$ cat src/rtl/midi_rx_fifo.sv
// midi_rx_fifo: oversampling MIDI receiver with running-status tagging and an
// output FIFO. Realtime bytes (F8-FF) bypass the FIFO on rt_valid/rt_data.
// Ports:
//   CLOCK_25, iRST_N      clock, async active-low reset
//   midi_rxd              raw serial line (idles high, asynchronous)
//   m_ready/m_valid       FIFO pop handshake; m_data/m_status/m_idx = head entry
//   rt_valid/rt_data      realtime byte pulse and held value
//   frame_err             pulse on low stop bit
//   overflow/ovf_clr      sticky drop flag and its clear
//   fifo_level            current occupancy

package midi_rx_fifo_pkg;
  typedef struct packed {
    logic [7:0] data;
    logic [7:0] status;
    logic [7:0] idx;
  } midi_entry_t;
endpackage

module midi_rx_fifo
  import midi_rx_fifo_pkg::*;
#(
  parameter int unsigned CLK_HZ     = 25_000_000,
  parameter int unsigned BAUD       = 31250,
  parameter int unsigned OVERSAMPLE = 16,
  parameter int unsigned FIFO_DEPTH = 8
) (
  input  logic                          CLOCK_25,
  input  logic                          iRST_N,
  input  logic                          midi_rxd,
  input  logic                          m_ready,
  input  logic                          ovf_clr,
  output logic                          m_valid,
  output logic [7:0]                    m_data,
  output logic [7:0]                    m_status,
  output logic [7:0]                    m_idx,
  output logic                          rt_valid,
  output logic [7:0]                    rt_data,
  output logic                          frame_err,
  output logic                          overflow,
  output logic [$clog2(FIFO_DEPTH):0]   fifo_level
);

  localparam int unsigned DIV   = CLK_HZ / (BAUD * OVERSAMPLE);
  localparam int unsigned DIV_W = (DIV > 1) ? $clog2(DIV) : 1;
  localparam int unsigned OS    = OVERSAMPLE;
  localparam int unsigned HALF  = OS / 2;
  localparam int unsigned CNT_W = $clog2(OS + 1);
  localparam int unsigned AW    = $clog2(FIFO_DEPTH);
  localparam int unsigned LW    = AW + 1;

  typedef enum logic [2:0] {S_IDLE, S_START, S_DATA, S_STOP, S_BREAK} rx_state_t;

  // Two-flop synchroniser plus previous-sample register for edge detection
  logic rx_meta, rx_s, rx_prev, fall;
  always_ff @(posedge CLOCK_25 or negedge iRST_N) begin
    if (!iRST_N) begin
      rx_meta <= 1'b1;
      rx_s    <= 1'b1;
      rx_prev <= 1'b1;
    end else begin
      rx_meta <= midi_rxd;
      rx_s    <= rx_meta;
      rx_prev <= rx_s;
    end
  end
  assign fall = rx_prev & ~rx_s;

  // Oversampling tick generator, realigned to each start edge
  logic [DIV_W-1:0] div_cnt;
  logic             tick, restart;
  assign tick = (div_cnt == DIV_W'(DIV - 1));
  always_ff @(posedge CLOCK_25 or negedge iRST_N) begin
    if (!iRST_N)      div_cnt <= '0;
    else if (restart) div_cnt <= '0;
    else if (tick)    div_cnt <= '0;
    else              div_cnt <= div_cnt + DIV_W'(1);
  end

  // Receiver FSM state and datapath registers
  rx_state_t        state, state_n;
  logic [CNT_W-1:0] cnt, cnt_n, cnt_inc;
  logic [2:0]       bit_idx, bit_n;
  logic [7:0]       sh, sh_n;
  logic [1:0]       votes, votes_n, vote_sum;
  logic             maj, done_c, ferr_c;

  assign cnt_inc  = cnt + CNT_W'(1);
  assign vote_sum = votes + {1'b0, rx_s};
  assign maj      = vote_sum[1];

  always_ff @(posedge CLOCK_25 or negedge iRST_N) begin
    if (!iRST_N) begin
      state   <= S_IDLE;
      cnt     <= '0;
      bit_idx <= '0;
      sh      <= '0;
      votes   <= '0;
    end else begin
      state   <= state_n;
      cnt     <= cnt_n;
      bit_idx <= bit_n;
      sh      <= sh_n;
      votes   <= votes_n;
    end
  end

  // Next-state logic; samples are taken at window ticks HALF-1, HALF, HALF+1
  always_comb begin
    state_n = state;
    cnt_n   = cnt;
    bit_n   = bit_idx;
    sh_n    = sh;
    votes_n = votes;
    done_c  = 1'b0;
    ferr_c  = 1'b0;
    restart = 1'b0;
    case (state)
      S_IDLE: begin
        if (fall) begin
          restart = 1'b1;
          cnt_n   = '0;
          state_n = S_START;
        end
      end
      S_START: begin
        if (tick) begin
          cnt_n = cnt_inc;
          if (cnt_inc == CNT_W'(HALF) && rx_s) begin
            cnt_n   = '0;
            state_n = S_IDLE;
          end else if (cnt_inc == CNT_W'(OS)) begin
            cnt_n   = '0;
            bit_n   = '0;
            state_n = S_DATA;
          end
        end
      end
      S_DATA, S_STOP: begin
        if (tick) begin
          cnt_n = cnt_inc;
          if (cnt_inc == CNT_W'(HALF - 1)) begin
            votes_n = {1'b0, rx_s};
          end else if (cnt_inc == CNT_W'(HALF)) begin
            votes_n = vote_sum;
          end else if (cnt_inc == CNT_W'(HALF + 1)) begin
            if (state == S_DATA) begin
              sh_n = {maj, sh[7:1]};
            end else begin
              cnt_n   = '0;
              done_c  = maj;
              ferr_c  = ~maj;
              state_n = maj ? S_IDLE : S_BREAK;
            end
          end else if (cnt_inc == CNT_W'(OS)) begin
            cnt_n = '0;
            if (bit_idx == 3'd7) state_n = S_STOP;
            else                 bit_n   = bit_idx + 3'd1;
          end
        end
      end
      S_BREAK: begin
        // Line must stay high for a whole bit time before re-arming
        if (!rx_s) begin
          cnt_n = '0;
        end else if (tick) begin
          if (cnt_inc == CNT_W'(OS)) begin
            cnt_n   = '0;
            state_n = S_IDLE;
          end else begin
            cnt_n = cnt_inc;
          end
        end
      end
      default: state_n = S_IDLE;
    endcase
  end

  // Completion stage: realtime bypass, framing pulse, byte hand-off to parser
  logic       is_rt, rx_done;
  logic [7:0] rx_byte;
  assign is_rt = (sh[7:3] == 5'h1F);
  always_ff @(posedge CLOCK_25 or negedge iRST_N) begin
    if (!iRST_N) begin
      rt_valid  <= 1'b0;
      rt_data   <= '0;
      frame_err <= 1'b0;
      rx_done   <= 1'b0;
      rx_byte   <= '0;
    end else begin
      rt_valid  <= done_c & is_rt;
      frame_err <= ferr_c;
      rx_done   <= done_c & ~is_rt;
      if (done_c && is_rt)  rt_data <= sh;
      if (done_c && !is_rt) rx_byte <= sh;
    end
  end

  // Data bytes expected after a status byte; 0 means unbounded
  function automatic logic [1:0] msg_len(input logic [7:0] s);
    case (s[7:4])
      4'h8, 4'h9, 4'hA, 4'hB, 4'hE: msg_len = 2'd2;
      4'hC, 4'hD:                   msg_len = 2'd1;
      4'hF: begin
        case (s[3:0])
          4'h2:       msg_len = 2'd2;
          4'h1, 4'h3: msg_len = 2'd1;
          default:    msg_len = 2'd0;
        endcase
      end
      default: msg_len = 2'd0;
    endcase
  endfunction

  // Running-status parser
  logic [7:0]  cur_status, status_n, run_idx, idx_n;
  logic [1:0]  len;
  midi_entry_t entry;
  assign len = msg_len(cur_status);

  always_comb begin
    status_n = cur_status;
    idx_n    = run_idx;
    entry    = '0;
    if (rx_byte[7]) begin
      idx_n = '0;
      if (rx_byte[7:4] != 4'hF)      status_n = rx_byte;
      else if (rx_byte[3:2] == 2'b00) status_n = rx_byte;
      else                            status_n = '0;
      entry = '{data: rx_byte, status: rx_byte, idx: 8'h00};
    end else begin
      if (len != 2'd0 && run_idx == {6'b0, len}) idx_n = 8'd1;
      else if (run_idx == 8'hFF)                 idx_n = 8'hFF;
      else                                       idx_n = run_idx + 8'd1;
      entry = '{data: rx_byte, status: cur_status, idx: idx_n};
    end
  end

  always_ff @(posedge CLOCK_25 or negedge iRST_N) begin
    if (!iRST_N) begin
      cur_status <= '0;
      run_idx    <= '0;
    end else if (rx_done) begin
      cur_status <= status_n;
      run_idx    <= idx_n;
    end
  end

  // FIFO with registered fall-through head
  midi_entry_t     mem [FIFO_DEPTH];
  midi_entry_t     head_n;
  logic [AW-1:0]   wr_ptr, rd_ptr, rd_n;
  logic [LW-1:0]   level_n;
  logic            full, pop, push_ok;

  assign full    = (fifo_level == LW'(FIFO_DEPTH));
  assign pop     = m_valid & m_ready;
  assign push_ok = rx_done & (~full | pop);
  assign rd_n    = pop ? rd_ptr + AW'(1) : rd_ptr;
  // Bypass the entry being written when it becomes the new head
  assign head_n  = (push_ok && rd_n == wr_ptr) ? entry : mem[rd_n];

  always_comb begin
    level_n = fifo_level;
    case ({push_ok, pop})
      2'b10:   level_n = fifo_level + LW'(1);
      2'b01:   level_n = fifo_level - LW'(1);
      default: level_n = fifo_level;
    endcase
  end

  always_ff @(posedge CLOCK_25) begin
    if (push_ok) mem[wr_ptr] <= entry;
  end

  always_ff @(posedge CLOCK_25 or negedge iRST_N) begin
    if (!iRST_N) begin
      wr_ptr     <= '0;
      rd_ptr     <= '0;
      fifo_level <= '0;
      m_valid    <= 1'b0;
      m_data     <= '0;
      m_status   <= '0;
      m_idx      <= '0;
      overflow   <= 1'b0;
    end else begin
      if (push_ok) wr_ptr <= wr_ptr + AW'(1);
      rd_ptr     <= rd_n;
      fifo_level <= level_n;
      m_valid    <= (level_n != '0);
      if (level_n != '0) begin
        m_data   <= head_n.data;
        m_status <= head_n.status;
        m_idx    <= head_n.idx;
      end
      if (rx_done && full && !pop) overflow <= 1'b1;
      else if (ovf_clr)            overflow <= 1'b0;
    end
  end

endmodule

$ cat config.mk
export PLATFORM = sky130hd
export DESIGN_NAME = midi_rx_fifo
export DESIGN_NICKNAME = d
export VERILOG_FILES = /design/src/rtl/midi_rx_fifo.sv
export SDC_FILE = /design/constraint.sdc
export NUM_CORES = 1
export LEC_CHECK = 0
export ABC_AREA = 1
export ABC_CLOCK_PERIOD_IN_PS = 7950
export BUFFER_PORTS_ARGS = -buffer_cell sky130_fd_sc_hd__clkbuf_2
export CAP_MARGIN = 20
export CORE_MARGIN = 1.5
export CORE_UTILIZATION = 62
export CTS_CLUSTER_SIZE = 10
export DETAILED_ROUTE_END_ITERATION = 10
export MAX_ROUTING_LAYER = met4
export PLACE_DENSITY_LB_ADDON = 0.12
export SLEW_MARGIN = 10
export SYNTH_ARGS = -nofsm -noshare
export SYNTH_HDL_FRONTEND = slang
export SYNTH_SLANG_ARGS = --single-unit
$ cat constraint.sdc
create_clock -name CLOCK_25 -period 7.95 [get_ports CLOCK_25]
set_clock_uncertainty 0.05 [all_clocks]
set_input_delay 1.9875 -clock CLOCK_25 [delete_from_list [all_inputs] [get_ports CLOCK_25]]
set_output_delay 1.9875 -clock CLOCK_25 [all_outputs]
set_load 0.02 [all_outputs]
# Yosys cells after proc, flatten, opt, wreduce, memory -nomap -nowiden
# Memory sizes are Yosys's and may differ from the RTL's. A register that Yosys moved wholly into a read port is not among the register bits.
# Index checks and enable logic that the tools add are counted.
[totals]
regBits = 77
mem_bits_rw = 192
word_cells = 185
mem_count = 1
input_bits = 5
[memory_table]
columns = ["memory", "depth", "word_bits", "rd", "rd_ports_with_merged_regs", "wr", "line", "text"]
rows = [
  ["mem", 8, 24, 1, 1, 1, "250", "midi_entry_t mem [FIFO_DEPTH];"],
]
[classes]
mux = 69
reduce_logical = 27
n_eq_ne = 46
add_sub_neg = 9
bitwise = 12
[op_table]
columns = ["cell", "n"]
rows = [
  ["$mux W3", 24],
  ["$mux W5", 11],
  ["$mux W8", 5],
  ["$eq A4 B4 Y1 const B", 9],
  ["$ne A2 B2 Y1 const B", 13],
  ["$mux W24", 1],
  ["$pmux W5 S4", 1],
  ["$mux W1", 18],
  ["$ne A3 B3 Y1 const B", 5],
  ["$mux W6", 2],
  ["$pmux W3 S4", 1],
  ["$reduce_and A12 Y1", 1],
  ["$eq A5 B4 Y1 const B", 2],
  ["$eq A5 B5 Y1 const B", 2],
  ["$reduce_and A10 Y1", 1],
  ["$add A3 B1 Y3 const B", 3],
  ["$add A8 B1 Y8 const B", 1],
  ["$eq A4 B2 Y1 const B", 2],
  ["$eq A8 B2 Y1", 1],
  ["$eq A8 B8 Y1 const B", 1],
  ["$pmux W4 S2", 1],
  ["$reduce_bool A2 Y1", 4],
  ["$reduce_bool A4 Y1", 2],
  ["$add A6 B1 Y6 const B", 1],
  ["other kinds (30)", 51],
]

# Longest topological paths before layout
# Gate-level depths: netlist of run 1.
[depth]
depth_word = 8
ltp_mapped = 17
depth_no_buf = 17

# Least setup slack after synthesis of run 1
# No wires, ideal clock.
[synth_timing]
kind = "input to register"
start = "in m_ready"
end = "reg m_data[4] (read register of mem)"
path_buffers = 1
path_stages = 17
arrival_ns = 4.150
slack_ns = 3.630
t_required_ns = 7.780
path_cell_list = "nand2_2 > inv_2 > nor2_1 > nor2_1 > inv_1 > ha_1 > inv_1 > fa_1 > nand2_1 > o21ai_0 > nand2_1 > nor2_1 > nand3_1 > clkbuf_1 > o21ai_0 > inv_1 > a21oi_1"
[synth_via]
elab_chain_len = 6
elab_cells_between_ends = 8
[synth_rtl]
columns = ["element", "line", "text"]
rows = [
  ["start, declared", "31", "input logic m_ready,"],
  ["$and A1 B1 Y1 (*)", "257", "assign pop = m_valid & m_ready;"],
  ["$or A1 B1 Y1", "258", "assign push_ok = rx_done & (~full | pop);"],
  ["$and A1 B1 Y1", "258", ""],
  ["$eq A2 B1 Y1 or $eq A2 B2 Y1 (tied branches)", "265", "case ({push_ok, pop})"],
  ["$pmux W4 S2", "265", ""],
  ["$reduce_bool A4 Y1", "291", "if (level_n != '0) begin"],
  ["end, declared", "34", "output logic [7:0] m_data,"],
]
# Every way passes the cells marked *; elsewhere a longest branch is shown, timed or not.
# A chain may end at the register's enable or synchronous reset.

# Worst setup path in the final report of run 1
[layout_timing]
start = "in m_ready"
end = "reg m_idx[1] (read register of mem)"
[layout_via]
elab_chain_len = 6
elab_cells_between_ends = 8
[layout_rtl]
columns = ["element", "line", "text"]
rows = [
  ["$and A1 B1 Y1 (*)", "257", ""],
  ["$or A1 B1 Y1", "258", ""],
  ["$and A1 B1 Y1", "258", ""],
  ["$eq A2 B1 Y1 or $eq A2 B2 Y1 (tied branches)", "265", ""],
  ["$pmux W4 S2", "265", ""],
  ["$reduce_bool A4 Y1", "291", ""],
  ["end, declared", "36", "output logic [7:0] m_idx,"],
]
# Marks and branches as above.

==> results of run 1 <==
==> logic make-up after synthesis <==
family,Yosys count
simple gates,547
buf+inv,202
fa+ha+maj,15
compound gates,196
flops,293
xor+xnor,9
==> power by group <==
| part | total, mW | switching, mW | internal [mW] |
|---|---|---|---|
| Combinational | 0.674 | 0.471 | 0.204 |
| Clock | 1.40 | 0.579 | 0.826 |
| Sequential | 1.71 | 0.0449 | 1.66 |
| Total | 3.79 | 1.09 | 2.69 |
==> cell usage in the layout (no fill, tap or decap), types with 3 or more instances in the layout <==
cell / count
nand3_2: 4
dfrtp_1: 98
o31ai_1: 3
nand2_4: 3
clkbuf_4: 3
nor2_1: 101
o21ai_2: 11
nor3_1: 10
inv_6: 3
xnor2_1: 4
nor2_2: 11
a21oi_1: 18
o22ai_1: 7
clkbuf_1: 23
ha_1: 14
nand3_4: 3
a21oi_2: 6
nand2_1: 273
clkbuf_16: 35
dfstp_2: 3
a31oi_1: 13
xor2_1: 5
inv_1: 142
clkbuf_2: 43
o21ai_0: 100
edfxtp_1: 192
o211ai_1: 34
nand3_1: 116
nand4_1: 6
buf_4: 13
inv_2: 5
nand2_2: 6
or2_2: 5
==> state kept, by name (all words and copies together) (netlist names), 4 cells and up <==
name,count
sh,8
rt_data,8
mem,192
m_idx,8
cur_status,8
rx_byte,8
cnt,5
m_status,8
run_idx,8
m_data,8
fifo_level,4
div_cnt,6
==> worst register-to-register path, stage by stage, from the launching register on <==
cell and delay (ns):
dfrtp_1 0.59, inv_1 0.31, nor2_1 0.40, inv_1 0.11, ha_1 0.28, ha_1 0.34, xor2_1 0.16, o21ai_0 0.10
nor2_1 0.13, nand3_2 0.76, inv_1 0.57, a21oi_1 0.07, nand2_1 0.09, nand2_1 0.05
==> routing by layer <==
layer,GRT usage,vias up,share of wire
met4,0.0875,0,0.021
met2,0.454,332,0.49
met5,-,-,0
met3,0.0398,59,0.073
met1,0.365,4370,0.42
li1,-,4346,-
==> final cells by class <==
| class | instances | area, µm² | share of cell area |
|---|---|---|---|
| Timing Repair Buffer | 62 | 388 | 0.0268 |
| Clock buffer | 58 | 962 | 0.0666 |
| Clock inverter | 4 | 33.8 | 0.00234 |
| Tap cell | 270 | 338 | 0.0234 |
| Multi-Input combinational cell | 767 | 3870 | 0.268 |
| Sequential cell | 293 | 8300 | 0.574 |
| Inverter | 151 | 569 | 0.0394 |
==> metrics by stage <==
| step | util | power (mW) | std cells | area, µm² |
|---|---|---|---|---|
| after floorplan | - | 2.24 | 1262 | 12900 |
| after global placement | 0.657 | 2.37 | 1537 | 13400 |
| after CTS | 0.706 | 3.80 | 1599 | 14400 |
| after detailed placement | 0.657 | 2.40 | 1537 | 13400 |
| after global routing | 0.710 | 3.96 | 1605 | 14500 |
| final | 0.710 | 3.79 | 1605 | 14500 |
==> final timing paths <==
check	cells after the start	slack [ns]	end
min	0	0.31	rx_s
max in group asynchronous	3	5.51	rx_prev
min in group asynchronous	1	1.35	fifo_level[1]
min reg2reg	0	0.31	rx_s
max	18	2.96	m_idx[1]
max reg2reg	13	3.82	m_idx[1]
==> metrics.yaml, run 1 <==
synth-simple-area-share: 0.184
dp_slack_ns: 2.51
period_needed_ns: 4.99
synth_nets: 1282
wl_mm: 28.6
timing.final.crit_share: 0.628
status: "completed"
end_kind: "flip-flop"
tritoncts: "built"
finalHoldViolCount: 0
yosysTopAreaCell: "edfxtp_1"
ctsResizeCount: 0
drc_errors: 0
rows: 52
path_delay_family: "simple AND/OR/NAND/NOR gates"
seq_area_frac_synth: 0.641
synthAdderAreaFrac: 0.0151
cp_slowest_cell: "nand3_2"
ctsLongestPathBuffers: 3
setup_slack_ns: 2.96
r2r-start: "rx_done"
worst_ep_required_time_ns: 8.29
synth-edff-count: 192
die_w_um: 148
synth_flop_cell: "edfxtp_1"
grt_pass1_wl_mm: 45.3
clkTransAtPathRegs_ns: 0.05
synthTopCellsByCount: "nand2_1 (275), edfxtp_1 (192), inv_1 (142)"
drt-vias-per-instance: 5.67
hold_path_class: "flip-flop to flip-flop"
cp_cell_sequence: "clkbuf_2 > nand2_2 > inv_2 > nor2_1 > nor2_1 > inv_1 > ha_1 > inv_1 > fa_1 > nand2_1 > o21ai_0 > nand2_1 > nor2_1 > nand3_2 > inv_1 > a21oi_1 > nand2_1 > nand2_1"
postCtsSetupBuffers: 0
synthArstFlopShare: 0.345
ir_drop_mv: 0.166
hold_buffers: 0
grt_use_total: 0.278
synth.most_common_cell: "nand2_1"
worstPathArrival_ns: 5.34
ios: 45
first_iter_violations: 858
synthTopCellsByArea: "edfxtp_1 (45%), dfrtp_1 (19%), nand2_1 (8.0%)"
hp-start: "rx_meta"
setup.worst_path.start: "m_ready"
root_buffer: "clkbuf_16"
cts_buffers: 35
synth_top_area_share: 0.445
start_kind: "input port"
slew_headroom: 0.270
start_util: 0.636
path_class: "input port to flip-flop"
finalSetupViolCount: 0
synth_compound_area_frac: 0.0904
grt_pass1_vias: 8620
synthMuxAreaShare: 0
fin_hold_ws_ns: 0.308
maxCapViolations: 0
grt_max_degree: 119
insertedDiodeCount: 0
final_antenna_net_count: 0
tightest_slew_ns: 1.08
synth-xor-area-share: 0.00609
path_max_fanout: 42
area_growth_pct: 11.6
dp_hpwl_mm: 16.1
synth_cells: 1262
cpPeakStageDelay_ns: 0.76
crit_top_cell: "nand2_1"
wl_per_cell_um: 17.8
avgSynthCellArea_um2: 10.3
die_area_um2: 21800
clock_sinks: 293
slew_viol_final: 0
p_leak_nw: 6.05
fp.dieH_um: 148
clock_latency_ns: 0.51
h-tree-depth: 2
gp_congestion: 0.861
fmax_mhz: 200
antenna_found_initial: 0
p_per_area_nw_per_um2: 262
grt_overflow: 0
port_buffers: 44
synth_cell_type_count: 44
synth_area_um2: 12900
cp.buffers_inverters: 5
fin_tns_setup_ns: 0
first_pass_iters: 5
fillers: 1462
ys.warnings.count: 0
rsz0062_at_grt: "false"
core_um2: 20400
fin_nets: 1330
ys_ff_latch: 293
vias: 9107
drive_above_1_share: 0.123
synth_top_family_by_area: "simple AND/OR/NAND/NOR gates"
(Power assumes the default switching activity.)
==> run 2: changes to the inputs <==
- ABC_AREA: 1 -> 0
- ABC_CLOCK_PERIOD_IN_PS: 7950 -> 5200
- clock period: 7.95 -> 5.2 ns (I/O delays scaled with it)
==> run 2 against run 1 <==
Sequential share of layout area rose by 0.77 points. Highest routed layer unchanged. Register-to-register slack got worse by 2.4 ns. Area after synthesis fell by 2.0%. Via count fell by 14%. Largest power group unchanged.
==> metrics.yaml, run 2 <==
grt_pass1_wl_mm: 43.5
grt_overflow: 0
rows: 52
grt_max_degree: 94
fin_area_um2: 14300
yosysTopAreaCell: "edfxtp_1"
path_delay_family: "compound AO/OA/AOI/OAI gates"
path_class: "input port to flip-flop"
placed_cell_area_um2: 13200
gp_congestion: 0.871
cts_buffers: 35
dp_hpwl_mm: 15.9
ios: 45
synth_flop_cell: "edfxtp_1"
ctsLongestPathBuffers: 3
final_common_cell: "edfxtp_1"
finalPower_mw: 6.27
largest_register_ffs: 192
fin_tns_setup_ns: 0
p_leak_nw: 6.14
end_kind: "flip-flop"
seq_area_frac_synth: 0.654
synth_nets: 933
die_area_um2: 21300
h-tree-depth: 2
avgSynthCellArea_um2: 13.9
root_buffer: "clkbuf_16"
clkTransAtPathRegs_ns: 0.05
fin_nets: 983
hold_buffers: 0
cp.buffers_inverters: 3
tightest_slew_ns: 1.11
port_buffers: 44
dp_slack_ns: 0.204
fin_hold_ws_ns: 0.307
timing.final.crit_share: 0.822
ir_drop_mv: 0.432
synthArstFlopShare: 0.345
finalSetupViolCount: 0
insertedDiodeCount: 0
grt_use_total: 0.273
worst_ep_required_time_ns: 5.54
clock_sinks: 293
synth_area_um2: 12700
wl_mm: 27.2
area_growth_pct: 12.5
slew_viol_final: 0
synthTopCellsByCount: "edfxtp_1 (192), nand2_1 (105), dfrtp_1 (98)"
fmax_mhz: 234
tritoncts: "built"
slew_headroom: 0.257
die_w_um: 146
cp_slowest_cell: "mux2_2"
drive_above_1_share: 0.185
clock_latency_ns: 0.50
layout_common_cells: "edfxtp_1 (192), nand2_1 (105), dfrtp_1 (98)"
start_util: 0.629
fp.dieH_um: 146
setup_slack_ns: 0.924
period_needed_ns: 4.28
crit_top_cell: "ha_1"
synth-edff-count: 192
cp_cell_sequence: "clkbuf_2 > and2_0 > o41a_1 > inv_1 > ha_1 > ha_1 > a21o_1 > a21oi_1 > mux2i_1 > mux2_2 > buf_16 > o31ai_1"
cpPeakStageDelay_ns: 0.60
first_pass_iters: 5
core_um2: 20200
ys_ff_latch: 293
p_per_area_nw_per_um2: 440
synth_cells: 913
synth_top_area_share: 0.455
vias: 7839
drt-vias-per-instance: 6.24
ys.warnings.count: 0
synth_cell_type_count: 81
drc_errors: 0
largest-register: "mem"
maxCapViolations: 0
path_max_fanout: 27
rsz0062_at_grt: "false"
postCtsSetupBuffers: 0
first_iter_violations: 610
start_kind: "input port"
finalHoldViolCount: 0
grt_pass1_vias: 7944
antenna_found_initial: 0
status: "completed"
worstPathArrival_ns: 4.62
final_antenna_net_count: 0
ctsResizeCount: 0
synth.most_common_cell: "edfxtp_1"
wl_per_cell_um: 21.7
hold_path_class: "flip-flop to flip-flop"
synthTopCellsByArea: "edfxtp_1 (45%), dfrtp_1 (19%), mux2i_1 (5.3%)"
==> run 2: logic make-up (layout without fill, tap and decap cells) <==
kind of cell / after synthesis / count (layout) / synth area share
AND/OR/NAND/NOR: 262 / 262 / 0.101
multiplexers: 114 / 114 / 0.107
XOR/XNOR: 15 / 15 / 0.0126
flip-flops: 293 / 293 / 0.654
buffers and inverters: 67 / 140 / 0.0237
adder cells (fa/ha/maj): 15 / 15 / 0.0154
AO/OA/AOI/OAI: 147 / 147 / 0.0870
==> run 2: final cells by class <==
cell class                      count  area (µm²)
Clock inverter                      3        42.5
Clock buffer                       57         958
Fill cell                        1362        5900
Inverter                           20        75.1
Sequential cell                   293        8300
Timing Repair Buffer               60         395
Tap cell                          270         338
Multi-Input combinational cell    553        4160
==> run 2: path summary, 6_finish.rpt <==
| check | from | to | slack (ns) | cells after the start |
|---|---|---|---|---|
| min reg2reg | rx_meta | rx_s | 0.31 | 0 |
| min | rx_meta | rx_s | 0.31 | 0 |
| max | m_ready | m_data[2] | 0.92 | 12 |
| max reg2reg | m_valid | m_data[2] | 1.37 | 11 |
| min in group asynchronous | iRST_N | sh[1] | 0.75 | 1 |
| max in group asynchronous | iRST_N | m_status[6] | 3.59 | 2 |
==> run 2: layer usage <==
| layer | wire (µm) | GRT usage |
|---|---|---|
| met1 | 11100 | 0.350 |
| met5 | 0 | - |
| met4 | 711 | 0.0848 |
| met3 | 1630 | 0.0403 |
| met2 | 13800 | 0.456 |
==> run 2: power by group <==
group / internal, mW / switching (mW)
combinational: 0.518 / 0.947
clock: 1.30 / 0.844
sequential: 2.56 / 0.100
total: 4.38 / 1.89
==> run 2: metrics by stage <==
step	cells	utilization
6_report	1256	0.707
2_1_floorplan	913	-
3_5_place_dp	1192	0.655
3_3_place_gp	1192	0.655
4_1_cts	1252	0.704
5_1_grt	1256	0.707
==> run 3: changes to the inputs <==
- ABC_CLOCK_PERIOD_IN_PS: 5200 -> 4100
- clock period: 5.2 -> 4.1 ns (I/O delays scaled with it)
==> run 3 against run 2 <==
Sequential power up 27%. Wire length shrank 1.3%. Hold slack worse by 0.0096 ns. Clock-buffer cell count increased by 3. Critical path type unchanged.
==> metrics.yaml, run 3 (synthesis gave the netlist of run 2 again) <==
status: "completed"
start_kind: "input port"
rows: 52
ios: 45
fin_hold_ws_ns: 0.298
drc_errors: 0
final_antenna_net_count: 0
gp_congestion: 0.834
finalSetupViolCount: 0
tritoncts: "built"
final_common_cell: "edfxtp_1"
hold_path_class: "flip-flop to flip-flop"
area_growth_pct: 13.3
tightest_slew_ns: 1.08
wl_per_cell_um: 21.2
ctsLongestPathBuffers: 3
p_per_area_nw_per_um2: 557
wl_mm: 26.9
dp_hpwl_mm: 16.3
postCtsSetupBuffers: 0
start_util: 0.629
grt_overflow: 0
largest-register: "mem"
end_kind: "flip-flop"
finalPower_mw: 8.00
clock_sinks: 293
cp.buffers_inverters: 3
maxCapViolations: 0
rsz0062_at_grt: "false"
cp_cell_sequence: "clkbuf_2 > and2_0 > o41a_1 > inv_1 > ha_1 > ha_1 > a21o_1 > a21oi_1 > mux2i_1 > mux2_2 > buf_12 > a211oi_1 > a21o_1"
vias: 7824
fp.dieH_um: 146
h-tree-depth: 2
antenna_found_initial: 0
timing.final.crit_share: 0.879
insertedDiodeCount: 0
die_area_um2: 21300
fmax_mhz: 278
period_needed_ns: 3.60
fillers: 1367
clkTransAtPathRegs_ns: 0.05
slew_viol_final: 0
first_pass_iters: 5
largest_register_ffs: 192
p_leak_nw: 6.20
first_iter_violations: 550
cp_slowest_cell: "o41a_1"
grt_pass1_wl_mm: 43.3
fin_nets: 994
drive_above_1_share: 0.195
ir_drop_mv: 0.403
grt_use_total: 0.270
finalHoldViolCount: 0
cts_buffers: 35
worst_ep_required_time_ns: 4.50
slew_headroom: 0.279
grt_max_degree: 84
cpPeakStageDelay_ns: 0.41
path_class: "input port to flip-flop"
drt-vias-per-instance: 6.16
path_max_fanout: 49
fin_tns_setup_ns: 0
worstPathArrival_ns: 4.00
port_buffers: 44
layout_common_cells: "edfxtp_1 (192), nand2_1 (105), dfrtp_1 (98)"
path_delay_family: "compound AO/OA/AOI/OAI gates"
clock_latency_ns: 0.51
root_buffer: "clkbuf_16"
hold_buffers: 0
grt_pass1_vias: 8073
die_w_um: 146
core_um2: 20200
ctsResizeCount: 0
[run 3: cell types whose count changed in the layout (fill, tap and decap cells not counted), moves of 2 or more]
| cell | previous run | this run |
|---|---|---|
| buf_4 | 11 | 23 |
| nor2_2 | 0 | 3 |
| nor2_4 | 4 | 1 |
| clkbuf_1 | 22 | 24 |
[run 3: layer usage]
| metal | track usage | share of wire |
|---|---|---|
| met1 | 0.348 | 0.41 |
| met4 | 0.0955 | 0.026 |
| met5 | - | 0 |
| met2 | 0.442 | 0.51 |
| met3 | 0.0422 | 0.052 |
[run 3: worst register-to-register path, cell delays in order (launching register included)]
cell and delay [ns]:
dfrtp_1 0.45, and2_0 0.26, o41a_1 0.41, inv_1 0.08
ha_1 0.22, ha_1 0.26, a21o_1 0.18, a21oi_1 0.21
mux2i_1 0.31, mux2_2 0.40, buf_12 0.19, a211oi_1 0.25
a21o_1 0.12
[run 3: power breakdown]
group          internal [mW]  switching [mW]  leakage [nW]  total (mW)
combinational          0.685            1.19          2.18        1.87
sequential              3.25           0.135          3.54        3.38
clock                   1.64            1.11         0.488        2.75
[run 3: worst paths after layout]
kind | end | cells past startpoint | slack (ns) | start
worst min register to register | rx_s | 0 | 0.30 | rx_meta
worst max register to register | m_status[2] | 12 | 0.67 | m_valid
min in group asynchronous | rt_data[5] | 1 | 0.46 | iRST_N
max in group asynchronous | cur_status[1] | 3 | 2.71 | iRST_N
worst min-delay path | rx_s | 0 | 0.30 | rx_meta
worst max-delay path | m_status[2] | 13 | 0.50 | m_ready
[run 3: metrics by stage]
| step | worst slack (ns) | utilization | instances | cell area [µm²] |
|---|---|---|---|---|
| final | 0.497 | 0.712 | 1270 | 14400 |
| after global routing | 0.311 | 0.712 | 1270 | 14400 |
| after CTS | 0.541 | 0.711 | 1268 | 14300 |
| after detailed placement | 0.0549 | 0.660 | 1205 | 13300 |
| after global placement | 0.164 | 0.660 | 1205 | 13300 |
| after floorplan | 0.178 | - | 913 | 12700 |
[run 3: cell type report]
type / instances / area, µm² / area share
Multi-Input combinational cell: 553 / 4150 / 0.289
Tap cell: 270 / 338 / 0.0235
Sequential cell: 293 / 8300 / 0.577
Clock inverter: 3 / 33.8 / 0.00235
Clock buffer: 60 / 991 / 0.0690
Timing Repair Buffer: 71 / 480 / 0.0334
Inverter: 20 / 75.1 / 0.00523
